## src/rtl/seg_scan_ctrl_if.sv

```systemverilog
// seg_scan_ctrl_if: bundle between the value-producing logic (master) and
// the 7-segment scan controller (slave). The master supplies the digit word
// and control strobes; the slave returns the display-side outputs.
interface seg_scan_ctrl_if #(
    parameter int NUM_DIGITS = 4
);
    localparam int IW = $clog2(NUM_DIGITS);

    logic                    enable;
    logic                    load;
    logic [4*NUM_DIGITS-1:0] digits_in;
    logic [3:0]              bcd_out;
    logic [NUM_DIGITS-1:0]   an_n;
    logic [IW-1:0]           digit_idx;
    logic                    frame_done;

    modport master (
        output enable, load, digits_in,
        input  bcd_out, an_n, digit_idx, frame_done
    );

    modport slave (
        input  enable, load, digits_in,
        output bcd_out, an_n, digit_idx, frame_done
    );
endinterface

```

## src/rtl/seg_scan_ctrl.sv

```systemverilog
// seg_scan_ctrl: time-multiplexed scan controller for common-anode 7-segment
// digits sharing one BCD decoder. Double-buffered digit word, blanking gap
// before every digit, registered outputs only.
// Optional feature: define SEG_LEADING_ZERO_BLANK_EN to suppress leading
// zeros (digit 0 is always shown; suppressed digits keep their time slot).
module seg_scan_ctrl #(
    parameter int NUM_DIGITS   = 4,
    parameter int REFRESH_DIV  = 1000,
    parameter int BLANK_CYCLES = 2
) (
    input  logic               clk,
    input  logic               rst_n,
    seg_scan_ctrl_if.slave     bus
);
    localparam int IW   = $clog2(NUM_DIGITS);
    localparam int MAXC = (REFRESH_DIV > BLANK_CYCLES) ? REFRESH_DIV : BLANK_CYCLES;
    localparam int CW   = $clog2(MAXC + 1);

    typedef enum logic [1:0] {
        IDLE  = 2'd0,
        BLANK = 2'd1,
        SHOW  = 2'd2
    } state_t;

    state_t                  state_reg;
    logic [CW-1:0]           cnt_reg;
    logic [IW-1:0]           idx_reg;
    logic [4*NUM_DIGITS-1:0] pending_reg;
    logic [4*NUM_DIGITS-1:0] active_reg;
    logic [3:0]              bcd_reg;
    logic [NUM_DIGITS-1:0]   an_n_reg;
    logic                    frame_done_reg;

    // Per-digit view of the active buffer so the selected digit is a plain mux.
    logic [3:0] act_dig [NUM_DIGITS];

    genvar gi;
    generate
        for (gi = 0; gi < NUM_DIGITS; gi++) begin : g_dig
            assign act_dig[gi] = active_reg[4*gi +: 4];
        end
    endgenerate

    // A load coinciding with the digit-0 BLANK entry wins over the old pending word.
    logic [4*NUM_DIGITS-1:0] copy_val;
    assign copy_val = bus.load ? bus.digits_in : pending_reg;

    logic suppress;

`ifdef SEG_LEADING_ZERO_BLANK_EN
    // zero_from[k]: active digits k..NUM_DIGITS-1 are all zero.
    logic [NUM_DIGITS-1:0] zero_from;
    generate
        for (gi = 0; gi < NUM_DIGITS; gi++) begin : g_lz
            if (gi == NUM_DIGITS - 1) begin : g_top
                assign zero_from[gi] = (act_dig[gi] == 4'h0);
            end else begin : g_rest
                assign zero_from[gi] = zero_from[gi+1] & (act_dig[gi] == 4'h0);
            end
        end
    endgenerate
    assign suppress = (idx_reg != '0) && zero_from[idx_reg];
`else
    assign suppress = 1'b0;
`endif

    // Values loaded into the output registers when a digit becomes lit.
    logic [3:0]            show_bcd;
    logic [NUM_DIGITS-1:0] show_an;
    assign show_bcd = suppress ? 4'hF : act_dig[idx_reg];
    assign show_an  = suppress ? '1 : ~(NUM_DIGITS'(1) << idx_reg);

    // Scan FSM with buffers and registered display outputs.
    always_ff @(posedge clk or negedge rst_n) begin
        if (!rst_n) begin
            state_reg      <= IDLE;
            cnt_reg        <= '0;
            idx_reg        <= '0;
            pending_reg    <= '0;
            active_reg     <= '0;
            bcd_reg        <= 4'hF;
            an_n_reg       <= '1;
            frame_done_reg <= 1'b0;
        end else begin
            frame_done_reg <= 1'b0;
            if (bus.load) begin
                pending_reg <= bus.digits_in;
            end
            if (!bus.enable) begin
                // Abandon the scan entirely; the next enable starts a fresh frame.
                state_reg <= IDLE;
                cnt_reg   <= '0;
                idx_reg   <= '0;
                bcd_reg   <= 4'hF;
                an_n_reg  <= '1;
            end else begin
                case (state_reg)
                    IDLE: begin
                        state_reg  <= BLANK;
                        cnt_reg    <= '0;
                        idx_reg    <= '0;
                        active_reg <= copy_val;
                    end
                    BLANK: begin
                        if (cnt_reg == CW'(BLANK_CYCLES - 1)) begin
                            state_reg <= SHOW;
                            cnt_reg   <= '0;
                            bcd_reg   <= show_bcd;
                            an_n_reg  <= show_an;
                        end else begin
                            cnt_reg <= cnt_reg + CW'(1);
                        end
                    end
                    SHOW: begin
                        if (cnt_reg == CW'(REFRESH_DIV - 1)) begin
                            state_reg <= BLANK;
                            cnt_reg   <= '0;
                            bcd_reg   <= 4'hF;
                            an_n_reg  <= '1;
                            if (idx_reg == IW'(NUM_DIGITS - 1)) begin
                                idx_reg        <= '0;
                                frame_done_reg <= 1'b1;
                                active_reg     <= copy_val;
                            end else begin
                                idx_reg <= idx_reg + IW'(1);
                            end
                        end else begin
                            cnt_reg <= cnt_reg + CW'(1);
                        end
                    end
                    default: begin
                        state_reg <= IDLE;
                        cnt_reg   <= '0;
                        idx_reg   <= '0;
                        bcd_reg   <= 4'hF;
                        an_n_reg  <= '1;
                    end
                endcase
            end
        end
    end

    assign bus.bcd_out    = bcd_reg;
    assign bus.an_n       = an_n_reg;
    assign bus.digit_idx  = idx_reg;
    assign bus.frame_done = frame_done_reg;

endmodule

```

## src/flat_wrapper.sv

```systemverilog
// flat-port wrapper written by rule: the top's interface ports become plain ports
module seg_scan_ctrl_flat 
#(
    parameter int NUM_DIGITS   = 4,
    parameter int REFRESH_DIV  = 1000,
    parameter int BLANK_CYCLES = 2
)
  (clk, rst_n, bus_enable, bus_load, bus_digits_in, bus_bcd_out, bus_an_n, bus_digit_idx, bus_frame_done);
  seg_scan_ctrl_if #(.NUM_DIGITS(NUM_DIGITS)) bus_i ();
  input  logic clk;
  input  logic rst_n;
  input wire logic [$bits(bus_i.enable)-1:0] bus_enable;
  input wire logic [$bits(bus_i.load)-1:0] bus_load;
  input wire logic [$bits(bus_i.digits_in)-1:0] bus_digits_in;
  output wire logic [$bits(bus_i.bcd_out)-1:0] bus_bcd_out;
  output wire logic [$bits(bus_i.an_n)-1:0] bus_an_n;
  output wire logic [$bits(bus_i.digit_idx)-1:0] bus_digit_idx;
  output wire logic [$bits(bus_i.frame_done)-1:0] bus_frame_done;
  assign bus_i.enable = bus_enable;
  assign bus_i.load = bus_load;
  assign bus_i.digits_in = bus_digits_in;
  assign bus_bcd_out = bus_i.bcd_out;
  assign bus_an_n = bus_i.an_n;
  assign bus_digit_idx = bus_i.digit_idx;
  assign bus_frame_done = bus_i.frame_done;
  seg_scan_ctrl #(.NUM_DIGITS(NUM_DIGITS), .REFRESH_DIV(REFRESH_DIV), .BLANK_CYCLES(BLANK_CYCLES)) u_core (.clk(clk), .rst_n(rst_n), .bus(bus_i));
endmodule
```

## config.mk

```make
export PLATFORM = sky130hd
export DESIGN_NAME = seg_scan_ctrl_flat
export DESIGN_NICKNAME = d
export VERILOG_FILES = /design/src/rtl/seg_scan_ctrl_if.sv /design/src/rtl/seg_scan_ctrl.sv /design/src/flat_wrapper.sv
export SDC_FILE = /design/constraint.sdc
export NUM_CORES = 1
export LEC_CHECK = 0
export BUFFER_PORTS_ARGS = -buffer_cell sky130_fd_sc_hd__clkbuf_2
export CORE_MARGIN = 2
export CORE_UTILIZATION = 23
export CTS_BUF_LIST = sky130_fd_sc_hd__clkbuf_16
export DETAILED_ROUTE_END_ITERATION = 8
export RECOVER_POWER = 100
export SETUP_SLACK_MARGIN = 0.1
export SLEW_MARGIN = 20
export SYNTH_ARGS = -nofsm -noshare
export SYNTH_HDL_FRONTEND = slang
export SYNTH_SLANG_ARGS = --single-unit
```

## constraint.sdc

```tcl
create_clock -name clk -period 5.05 [get_ports clk]
set_input_delay 0 -clock clk [delete_from_list [all_inputs] [get_ports clk]]
set_output_delay 0 -clock clk [all_outputs]
set_load 0.02 [all_outputs]
```

# Word-level counts from Yosys, hierarchy flattened
# Index checks and enable logic that the tools add are counted.
op_classes:
  n_addsub: 2
  magnitude_cmp: 1
  n_eq_ne: 11
  n_shift: 1
  muxes: 30
  bitwise_logic: 2
  reduce_logical: 6
op_table:
  columns: ["op", "count"]
  rows:
  - ["16-bit two-way mux", 3]
  - ["16-bit one-hot mux with 2 select lines", 1]
  - ["10-bit two-way mux", 3]
  - ["4-bit two-way mux", 7]
  - ["4-bit one-hot mux with 3 select lines", 2]
  - ["10-bit one-hot mux with 2 select lines", 1]
  - ["2-bit two-way mux", 6]
  - ["10-bit by 1-bit adder with 10-bit output (second input constant)", 1]
  - ["10-bit by 1-bit equality test with 1-bit output (second input constant)", 1]
  - ["10-bit equality test (second input constant)", 1]
  - ["4-bit binary-select mux with 2-bit select", 1]
  - ["3-bit by 2-bit inequality test with 1-bit output (second input constant)", 2]
  - ["2-bit one-hot mux with 3 select lines", 1]
  - ["2-bit equality test (second input constant)", 2]
  - ["1-bit two-way mux", 4]
  - ["2-bit by 1-bit inequality test with 1-bit output (second input constant)", 2]
  - ["2-bit inequality test (second input constant)", 2]
  - ["4-bit inverter", 1]
  - ["2-bit one-hot mux with 2 select lines", 1]
  - ["2-bit AND reduction", 2]
  - ["4-bit AND reduction", 1]
  - ["1-bit by 2-bit << shifter with 4-bit output (first input constant)", 1]
  - ["3-bit >= comparator (second input constant)", 1]
  - ["2-bit inverter with 3-bit output", 1]
  - ["5 further kinds", 5]
word_totals:
  register_bits: 55
  input_bits: 20
  out_inout_bits: 11
  wordCells: 61

# Depth between registers and ports, before layout
logic_depth:
  word_depth: 7
  depth_mapped: 6
  depth_no_buf: 6

# Worst setup path before layout
# OpenSTA, ideal clock, no wires.
synth_timing:
  path_kind: "register to register"
  start: "register u_core.cnt_reg[0]"
  end: "register u_core.active_reg[10]"
  setup_ns: 0.125
  arrival_ns: 1.694
  required_ns: 4.925
  setup_slack_ns: 3.231
  path_stages_with_launch: 7
  path_buffers: 1
  synth_period_minus_slack_ns: 1.819
  path_cell_list: "dfrtp_1 > ha_1 > and4bb_1 > nand4_2 > a21oi_4 > buf_12 > mux2_4"
synth_via:
  elab_chain_cells: 3
synth_rtl:
  columns: ["element", "line", "source"]
  rows:
  - ["from (decl)", "seg_scan_ctrl.sv:26", "logic [CW-1:0] cnt_reg;"]
  - ["from (signal assigned)", "seg_scan_ctrl.sv:111", "cnt_reg <= cnt_reg + CW'(1);"]
  - ["from (signal assigned)", "seg_scan_ctrl.sv:128", "cnt_reg <= cnt_reg + CW'(1);"]
  - ["10-bit equality test", "seg_scan_ctrl.sv:115", "if (cnt_reg == CW'(REFRESH_DIV - 1)) begin"]
  - ["2-bit by 1-bit inequality test with 1-bit output (no source line)", null, null]
  - ["4-bit AND reduction (no source line)", null, null]
  - ["to (signal assigned)", "seg_scan_ctrl.sv:102", "active_reg <= copy_val;"]
  - ["to (signal assigned)", "seg_scan_ctrl.sv:123", "active_reg <= copy_val;"]
  - ["to (decl)", "seg_scan_ctrl.sv:29", "logic [4*NUM_DIGITS-1:0] active_reg;"]
# No other way between the ends.
# A chain may end at the register's enable or synchronous reset.

==> metrics <==
Hold EP=u_core.state_reg[1]; ranking of synthesized cells by area=dfrtp_1 45%, mux2_2 9.6%, dfstp_2 8.1%; violated checks=max-capacitance violations, max-slew violations; Worst setup EP type=asynchronous set/reset pin; vias in the first global route=1713; ys flop type=dfrtp_1; startpoint types=input pin; R2R depth=4; root buffer cell=clkbuf_16; PortBufs=30; post-synthesis net count=215; Synth Register Bits=55; Overall Global Routing Usage=9.321%; WL/cell=13.17 µm; worst hold path class=in2reg; setup TNS=0 ns; status=complete, but fails checks; Reg-to-Reg End=u_core.active_reg[11]; final WL=4927 µm; largest area contributor in the netlist=dfrtp_1; largest net degree at the start of global routing=56; first-pass GRT wire length=8714 µm; Min-Delay Path Depth=3; Cells after Synth=185; Critical Path Max Stage Delay=2.07 ns; Critical Path Fanout Max=55; Post-layout nets=263; CP max stage cell=clkbuf_1; Setup Skew=0.007260 ns; P_leak=1.312 nW; max_slew headroom=-95.97%; hpwl dp=3515 µm; Post-synth EDFFs=0; Worst-Skew Late Latency=0.30 ns; CP Data Required Time=4.81 ns; endpoints failing hold=0; 1st-pass router iterations=4; Worst EP arrival=2.73 ns; die area=12110 µm²; Vias=1595; CTS max path bufs=2; starting density of the core=23.75%; Final WS setup=2.083 ns; layout cells sized above 1=29.06%; pre-CTS WS=2.901 ns; syn_area_per_cell=13.98 µm²; Reg area=1386 µm²; core area=10890 µm²; CTS buffer count=5; crit share post-route=58.76%; worst r2r src=u_core.bus.digit_idx[1]; number of H-tree levels=2; Max IR drop VDD=0.1444 mV; worst hold start=bus_enable; Multi-input gate area=1051 µm²; clock sinks=55; Pins Over Slew Limit=73; slew at the pin with the worst max-slew slack=2.939 ns; GPL Wtd Cong=0.7245; DR iter-0 viols=42; Post-synth ARST share=100.0%; grt ovf=0; Via density=4.265; CTS tree=done; register area share after synthesis=53.60%; Area growth syn-to-layout=20.27%; Finish-stage setup viols=0; Resize count post-CTS=0; achievable frequency=0.3370 GHz; initial antenna violation count=0; Max Cap Viol=2; number of diodes=0; I/O pin count=31; drt drc=0; Tmin final=2.967 ns; power density cells=395.5 nW/µm²; Die X=110.0 µm; Synth top area share=45.48%; unrepaired setup endpoints after global routing=no; Syn Std Cell Area=2586 µm²; WS Path Type=in2async; clk slew on worst S/H paths=0.07 ns; crit-path cells=dlygate4sd3_1 -> clkbuf_2 -> clkbuf_1; ANT nets after route=0; synth warn=0; # rows=38; fill count=1135; Reg2Reg Setup Slack=2.17 ns; height of the die=110.0 µm; Netlist cell types=38
cells by family after synthesis:
family | after synthesis | share of synthesized area, %
adder cells (fa/ha/maj) | 10 | 4.838
AND/OR/NAND/NOR | 37 | 7.837
AO/OA/AOI/OAI | 20 | 7.160
flip-flops | 55 | 53.60
XOR/XNOR | 8 | 2.709
buffers and inverters | 16 | 3.822
multiplexers | 39 | 20.03
synthesized netlist by cell type, drive strengths merged, types with 2 or more instances:
library cell	instances
mux2i	3
mux2	32
a2bb2oi	4
mux4	4
o22a	4
nor3	2
dfrtp	47
ha	10
xnor2	3
and4	2
inv	9
nand4	3
nand2	6
nand3	5
buf	4
dfstp	8
o21ai	2
nor2	12
a31oi	4
xor2	5
clkbuf	3
and3	3
metrics by stage:
step / util [%] / power, mW / cell area, µm² / instances / hold WS (ns)
after detailed placement: 26.21 / 0.9026 / 2854 / 349 / 0.1865
after floorplan: - / 0.8354 / 2586 / 185 / -0.2956
after global placement: 26.21 / 0.8913 / 2854 / 349 / 0.1824
after global routing: 28.57 / 1.306 / 3110 / 374 / 0.1206
final: 28.57 / 1.230 / 3110 / 374 / 0.08385
after CTS: 29.19 / 1.274 / 3178 / 374 / 0.1010
per-layer routing:
layer / global-route usage (%) / part of all wire [%] / vias up
met5: 0 / 0 / -
li1: - / - / 764
met2: 13.63 / 42 / 42
met1: 13.37 / 52 / 784
met3: 2.939 / 5.2 / 5
met4: 2.260 / 0.49 / 0
cells in the final DEF (no fill, tap or decap), types with 3 or more instances in the layout:
| master | n |
|---|---|
| mux4_2 | 4 |
| mux2_4 | 5 |
| inv_1 | 9 |
| a2bb2oi_1 | 4 |
| mux2i_1 | 3 |
| mux2_1 | 7 |
| dfstp_2 | 8 |
| nor2_1 | 12 |
| clkbuf_1 | 12 |
| nand3_1 | 5 |
| mux2_2 | 20 |
| nand2_1 | 6 |
| clkbuf_2 | 19 |
| a31oi_1 | 4 |
| dlygate4sd3_1 | 17 |
| xor2_1 | 5 |
| o22a_1 | 4 |
| xnor2_1 | 3 |
| clkbuf_16 | 5 |
| ha_1 | 10 |
| dfrtp_1 | 47 |
worst max path at each step:
stage	startpoint	end	cells past startpoint
2_1_floorplan	u_core.cnt_reg[0]	u_core.active_reg[10]	6
3_3_place_gp	u_core.bus.digit_idx[0]	u_core.active_reg[3]	4
3_5_place_dp	u_core.bus.digit_idx[0]	u_core.active_reg[0]	4
4_1_cts	u_core.bus.digit_idx[0]	u_core.active_reg[3]	4
5_1_grt	rst_n	u_core.active_reg[12]	3
6_report	rst_n	u_core.active_reg[3]	3
worst max-delay path: cells and delay by family:
kind     cells  cell delay, ns
buf+inv      3            2.70
where the power goes:
part / total (mW) / switching [mW] / leakage (nW) / internal, mW
Clock: 0.354 / 0.165 / 0.0759 / 0.189
Sequential: 0.579 / 0.0498 / 0.666 / 0.529
Combinational: 0.297 / 0.132 / 0.570 / 0.165
cell type report:
type | count | share of cell area [%]
clock buffers | 5 | 4.023
clock inverters | 3 | 0.9252
inverters | 9 | 1.086
multi-input cells | 114 | 33.79
flip-flops and latches | 55 | 44.57
well taps | 140 | 5.632
repair buffers | 48 | 9.976
repair_timing:
action                                 in CTS  in global routing
buffers inserted                            0                  0
hold buffers                               17                  0
endpoints found under the hold margin      63                  0
setup endpoints to repair                   0                  0
No activity file was read; power rests on OpenSTA's default activity.
